## src/rtl/gcd_request_arbiter.sv

```systemverilog
`default_nettype none
// ============================================================================
//  Module   : gcd_request_arbiter
//  Purpose  : Round-robin sharing of one subtractive GCD engine between
//             NUM_REQ requesters, with zero-operand bypass and watchdog abort.
//  Revision : 1.0 - initial release
// ============================================================================
module gcd_request_arbiter #(
    parameter int NUM_REQ = 4,
    parameter int DATA_W  = 8,
    parameter int TIMEOUT = 1023,
    parameter int IDX_W   = $clog2(NUM_REQ)
) (
    input  logic                      clk,
    input  logic                      rst,
    input  logic [NUM_REQ-1:0]        req_valid,
    input  logic [NUM_REQ*DATA_W-1:0] req_a,
    input  logic [NUM_REQ*DATA_W-1:0] req_b,
    output logic [NUM_REQ-1:0]        req_ready,
    output logic [NUM_REQ-1:0]        rsp_valid,
    output logic [DATA_W-1:0]         rsp_data,
    output logic                      rsp_err,
    output logic                      eng_start,
    output logic [DATA_W-1:0]         eng_a,
    output logic [DATA_W-1:0]         eng_b,
    output logic                      eng_rst,
    input  logic                      eng_done,
    input  logic [DATA_W-1:0]         eng_result,
    output logic                      busy,
    output logic [IDX_W-1:0]          grant_id
);

    localparam int c_TMR_W = $clog2(TIMEOUT);

    typedef enum logic [1:0] {
        S_IDLE  = 2'd0,
        S_ISSUE = 2'd1,
        S_WAIT  = 2'd2,
        S_RESP  = 2'd3
    } state_t;

    state_t               r_state;
    state_t               w_state_nxt;
    logic [IDX_W-1:0]     r_rr;
    logic [IDX_W-1:0]     r_grant;
    logic [DATA_W-1:0]    r_eng_a;
    logic [DATA_W-1:0]    r_eng_b;
    logic [DATA_W-1:0]    r_rsp_data;
    logic                 r_rsp_err;
    logic                 r_abort;
    logic [c_TMR_W-1:0]   r_timer;
    logic                 w_found;
    logic [IDX_W-1:0]     w_sel;
    logic                 w_zero_op;
    logic                 w_timeout;
    logic [NUM_REQ-1:0]   w_grant_1h;

    // (base + off) mod NUM_REQ, with off < NUM_REQ
    function automatic logic [IDX_W-1:0] f_wrap(input logic [IDX_W-1:0] base, input int off);
        int sum;
        sum = int'(base) + off;
        if (sum >= NUM_REQ)
            sum = sum - NUM_REQ;
        return IDX_W'(sum);
    endfunction

    always_comb begin
        w_found = 1'b0;
        w_sel   = '0;
        for (int i = 0; i < NUM_REQ; i++) begin
            if (!w_found && req_valid[f_wrap(r_rr, i)]) begin
                w_found = 1'b1;
                w_sel   = f_wrap(r_rr, i);
            end
        end
    end

    assign w_zero_op = (r_eng_a == '0) || (r_eng_b == '0);
    assign w_timeout = (r_timer == c_TMR_W'(TIMEOUT - 1));

    always_comb begin
        w_state_nxt = r_state;
        case (r_state)
            S_IDLE:  if (w_found) w_state_nxt = S_ISSUE;
            S_ISSUE: w_state_nxt = w_zero_op ? S_RESP : S_WAIT;
            S_WAIT:  if (eng_done || w_timeout) w_state_nxt = S_RESP;
            S_RESP:  w_state_nxt = S_IDLE;
            default: w_state_nxt = S_IDLE;
        endcase
    end

    always_ff @(posedge clk) begin
        if (rst) begin
            r_state    <= S_IDLE;
            r_rr       <= '0;
            r_grant    <= '0;
            r_eng_a    <= '0;
            r_eng_b    <= '0;
            r_rsp_data <= '0;
            r_rsp_err  <= 1'b0;
            r_abort    <= 1'b0;
            r_timer    <= '0;
        end else begin
            r_state <= w_state_nxt;
            r_abort <= 1'b0;
            case (r_state)
                S_IDLE: begin
                    if (w_found) begin
                        r_grant <= w_sel;
                        r_eng_a <= req_a[w_sel*DATA_W +: DATA_W];
                        r_eng_b <= req_b[w_sel*DATA_W +: DATA_W];
                    end
                end
                S_ISSUE: begin
                    r_timer <= '0;
                    // gcd(x,0) = x and gcd(0,0) = 0, so the OR is the answer
                    if (w_zero_op) begin
                        r_rsp_data <= r_eng_a | r_eng_b;
                        r_rsp_err  <= 1'b0;
                    end
                end
                S_WAIT: begin
                    r_timer <= r_timer + c_TMR_W'(1);
                    if (eng_done) begin
                        r_rsp_data <= eng_result;
                        r_rsp_err  <= 1'b0;
                    end else if (w_timeout) begin
                        r_rsp_data <= '0;
                        r_rsp_err  <= 1'b1;
                        r_abort    <= 1'b1;
                    end
                end
                S_RESP: r_rr <= f_wrap(r_grant, 1);
                default: ;
            endcase
        end
    end

    assign w_grant_1h = NUM_REQ'(1) << r_grant;
    assign req_ready  = (r_state == S_ISSUE) ? w_grant_1h : '0;
    assign rsp_valid  = (r_state == S_RESP) ? w_grant_1h : '0;
    assign eng_start  = (r_state == S_ISSUE) && !w_zero_op;
    assign eng_rst    = rst | r_abort;
    assign busy       = (r_state != S_IDLE);
    assign grant_id   = r_grant;
    assign eng_a      = r_eng_a;
    assign eng_b      = r_eng_b;
    assign rsp_data   = r_rsp_data;
    assign rsp_err    = r_rsp_err;

endmodule
`default_nettype wire

```

## config.mk

```make
export PLATFORM = sky130hd
export DESIGN_NAME = gcd_request_arbiter
export DESIGN_NICKNAME = d
export VERILOG_FILES = /design/src/rtl/gcd_request_arbiter.sv
export SDC_FILE = /design/constraint.sdc
export NUM_CORES = 1
export LEC_CHECK = 0
export BUFFER_PORTS_ARGS = -buffer_cell sky130_fd_sc_hd__buf_2
export CAP_MARGIN = 25
export CORE_UTILIZATION = 44
export CTS_CLUSTER_DIAMETER = 100
export DETAILED_ROUTE_END_ITERATION = 10
export PLACE_DENSITY = 0.77
export SYNTH_ARGS = -nofsm -noshare
export SYNTH_HDL_FRONTEND = slang
export SYNTH_SLANG_ARGS = --single-unit
```

## constraint.sdc

```tcl
create_clock -name clk -period 1.8 [get_ports clk]
set_input_delay 0.18 -clock clk [delete_from_list [all_inputs] [get_ports clk]]
set_output_delay 0.18 -clock clk [all_outputs]
set_load 0.02 [all_outputs]
```

==> metrics.log <==
INFO  metric drt_pass1_iterations = 5
INFO  metric final_critical_path_setup_slack = -0.0669 ns
INFO  metric synth-seq-cells = 42
INFO  metric layout-drive-gt1-share = 0.445
INFO  metric share_of_synthesized_registers_carrying_an_async_set_or_reset = 0
INFO  metric crit-reg2reg-launch = r_rr[0]$_SDFFE_PP0P_
INFO  metric cpLargestDelayFamily = simple AND/OR/NAND/NOR gates
INFO  metric die_x = between 80 and 90 µm
INFO  metric tritoncts = built
INFO  metric cell_types_with_the_largest_area_share_after_synthesis = sky130_fd_sc_hd__dfxtp_1 (29%), sky130_fd_sc_hd__and2_1 (8.4%), sky130_fd_sc_hd__a21boi_1 (7.5%), sky130_fd_sc_hd__and3_1 (6.7%), sky130_fd_sc_hd__mux2i_1 (4.5%)
INFO  metric cpPeakStageDelay = between 0.5 and 0.6 ns
INFO  metric failing_checks = negative setup slack
INFO  metric final_antenna_net_count = 0
INFO  metric synth_largest_type_area_fraction = 0.290
INFO  metric cp-start-kind = register
INFO  metric count_of_standard_cell_rows = 29
INFO  metric place_ws = -0.211 ns
INFO  metric timing.clock.skew = about 0.011 ns
INFO  metric fin_nets = slightly above 600
INFO  metric grt_first_pass_wirelength = around 15 mm
INFO  metric floorplan.initialDensity = 0.457
INFO  metric timing.hold.worst.class = in2reg
INFO  metric synth_seq_area_share = 0.290
INFO  metric core_area = 0.00635 mm²
INFO  metric synthFlopType = sky130_fd_sc_hd__dfxtp_1
INFO  metric htree_levels = 2
INFO  metric grt_ovf = 0
INFO  metric worst_path_clk_slew = 0.09 ns
INFO  metric clock_insertion_delay_at_the_later_pin_of_the_skew_report = about 0.3 ns
INFO  metric grt_max_degree = 39
INFO  metric ys_warn_count = 0
INFO  metric max_slew.worst_pin.slew = between 0.4 and 0.5 ns
INFO  metric outcome = finished with violations
INFO  metric detail_route.drc_violations = 0
INFO  metric final_design_area_no_fill = 0.00432 mm²
INFO  metric setup_tns = -0.357 ns
INFO  metric cts_inserted_buffers = 5
INFO  metric ios = approximately 120
INFO  metric die-area = just under 0.007 mm²
INFO  metric via_count = between 3000 and 4000
INFO  metric finalMaxSlewViolations = 0
INFO  metric crit_fanout = 14
INFO  metric timing.critical_path.buf_inv = 1
INFO  metric die-height = 83.2 µm
INFO  metric clk_path_buf_depth = 2
INFO  metric grt_antenna_before_repair = 0
INFO  metric grt_use_total = 0.276
INFO  metric clock_sinks = between 40 and 50
INFO  metric viasPerCell = around 5.7
INFO  metric slowest_stage = sky130_fd_sc_hd__or4b_4
INFO  metric syn_nets = about 460
INFO  metric synth_enable_flop_cells = 0
INFO  metric yosys.cell_types.count = 45
INFO  metric routed_wirelength = around 9.8 mm
INFO  metric drt_first_iter_violations = 233
INFO  metric routed_wire_length_per_instance = between 15 and 20 µm
INFO  metric worstSetupEndpointType = register
INFO  metric num_antenna_cells = 0
INFO  metric holdCritStartpoint = req_a[23]
INFO  metric finalHoldViolCount = 0
INFO  metric max-vdd-ir-drop = 0.795 mV
INFO  metric place.port_buffers = between 100 and 150
INFO  metric synthMostInstantiatedCell = sky130_fd_sc_hd__dfxtp_1
INFO  metric p_per_area = between 1000 and 1500 mW/mm²
INFO  metric setup_crit_start = r_rr[0]$_SDFFE_PP0P_
INFO  metric slew-limit-headroom = 0.719
INFO  metric cell_area_synth = between 0.002 and 0.003 mm²
INFO  metric unrepaired_setup_endpoints_after_global_routing = yes
INFO  metric period_needed = approximately 1.9 ns
INFO  metric yosys.area.top_type = sky130_fd_sc_hd__dfxtp_1
INFO  metric dp_hpwl = roughly 6.5 mm
INFO  metric final_min_period_over_clock_period = 1.04
INFO  metric report.final.setup_viol = 11
INFO  metric pleak = around 2.0 nW
INFO  metric synthesis.instances = 367
INFO  metric gp_congestion = 0.874
INFO  metric clock_tree.root_cell = sky130_fd_sc_hd__clkbuf_8
INFO  metric synth_commonest_cells = sky130_fd_sc_hd__dfxtp_1 (42), sky130_fd_sc_hd__and2_1 (39), sky130_fd_sc_hd__nor2_1 (32)
INFO  metric crit_chain = nor2b_2, or4b_4, buf_12, and3_1, o32ai_2, a21oi_1
INFO  metric drv_cap = 0
INFO  metric area.growth.synth_to_final = 49.0%
INFO  metric report.power.total = roughly 5.2 mW
INFO  metric placed_cell_area = about 0.0039 mm²
INFO  metric via_count_of_the_first_global_routing_pass = between 3000 and 4000
INFO  metric worst-endpoint-required = roughly 2.0 ns
INFO  metric type_of_the_setup_path_with_the_least_slack = reg2reg
INFO  metric achievable-frequency = ~540 MHz
INFO  metric syn_avg_cell_area = between 7 and 8 µm²
INFO  metric worst_path_arrival = around 2.0 ns
==> flip-flops by register name, summed over array words and instances, names as in the netlist <==
name,flops
rsp_data,8
r_timer,10
r_abort,1
r_rr,2
eng_a,8
r_state,2
rsp_err,1
grant_id,2
eng_b,8
==> cell usage in the layout (no fill, tap or decap), drive strengths merged, types with 6 or more instances in the layout <==
cell type	instances
a21boi	30
dfxtp	42
mux2i	13
clkbuf	6
and3	31
nor2	32
inv	9
nand2	22
o21ai	25
o32ai	15
buf	170
and2	40
ha	10
a21oi	25
==> cell type report <==
class	count	area (µm²)
Clock inverter	1	30.0
Tap cell	77	96.3
Fill cell	474	2030
Multi-Input combinational cell	289	2120
Sequential cell	42	846
Inverter	9	33.8
Clock buffer	6	82.6
Timing Repair Buffer	170	1120
==> repair_timing <==
action                     CTS  global route
gates resized for setup     25            28
pin swaps                    4             5
setup buffers                2             2
cloned                       3             0
setup endpoints to repair   27            28
hold buffers                 0             0
==> power breakdown <==
group	switching [mW]	internal [mW]
clock network	0.340	0.444
logic	1.71	1.47
registers	0.146	1.14
total	2.19	3.05
==> routing by layer <==
metal,vias up,GRT usage,wire [µm]
met5,-,0,0
met4,0,0.163,487
met3,35,0.0527,610
met2,146,0.452,4650
met1,1577,0.335,4090
li1,1603,-,-
==> cells by family (layout without fill, tap and decap cells) <==
| logic type | count (synthesis) | in the layout | synth area share |
|---|---|---|---|
| buffers and inverters | 36 | 186 | 0.0600 |
| adders and majority gates | 10 | 10 | 0.0432 |
| muxes | 14 | 14 | 0.0488 |
| xor gates and xnor gates | 6 | 6 | 0.0181 |
| DFF | 42 | 42 | 0.290 |
| and+or+nand+nor | 154 | 154 | 0.289 |
| AOI/OAI and AO/OA | 105 | 105 | 0.251 |
==> worst register-to-register path: cells and delay by family, from the launching register on <==
kind            cells  cell delay, ns
simple gates        3            0.81
buf+inv             1            0.19
flops               1            0.35
compound gates      2            0.40
==> path summary, 6_finish.rpt <==
kind	endpoint	slack, ns	cells after the start
max	eng_b[5]$_SDFFE_PP0P_	-0.07	6
min	eng_a[7]$_SDFFE_PP0P_	0.19	3
max reg2reg	eng_b[5]$_SDFFE_PP0P_	-0.07	6
min reg2reg	rsp_data[3]$_SDFFE_PP0P_	0.50	2
==> per-stage QoR <==
step	hold WS, ns	cells	utilization
3_3_place_gp	0.471	580	0.610
2_1_floorplan	0.361	367	-
3_5_place_dp	0.481	580	0.610
4_1_cts	0.178	592	0.660
5_1_grt	0.180	594	0.680
6_report	0.188	594	0.680
(Power assumes the default switching activity.)
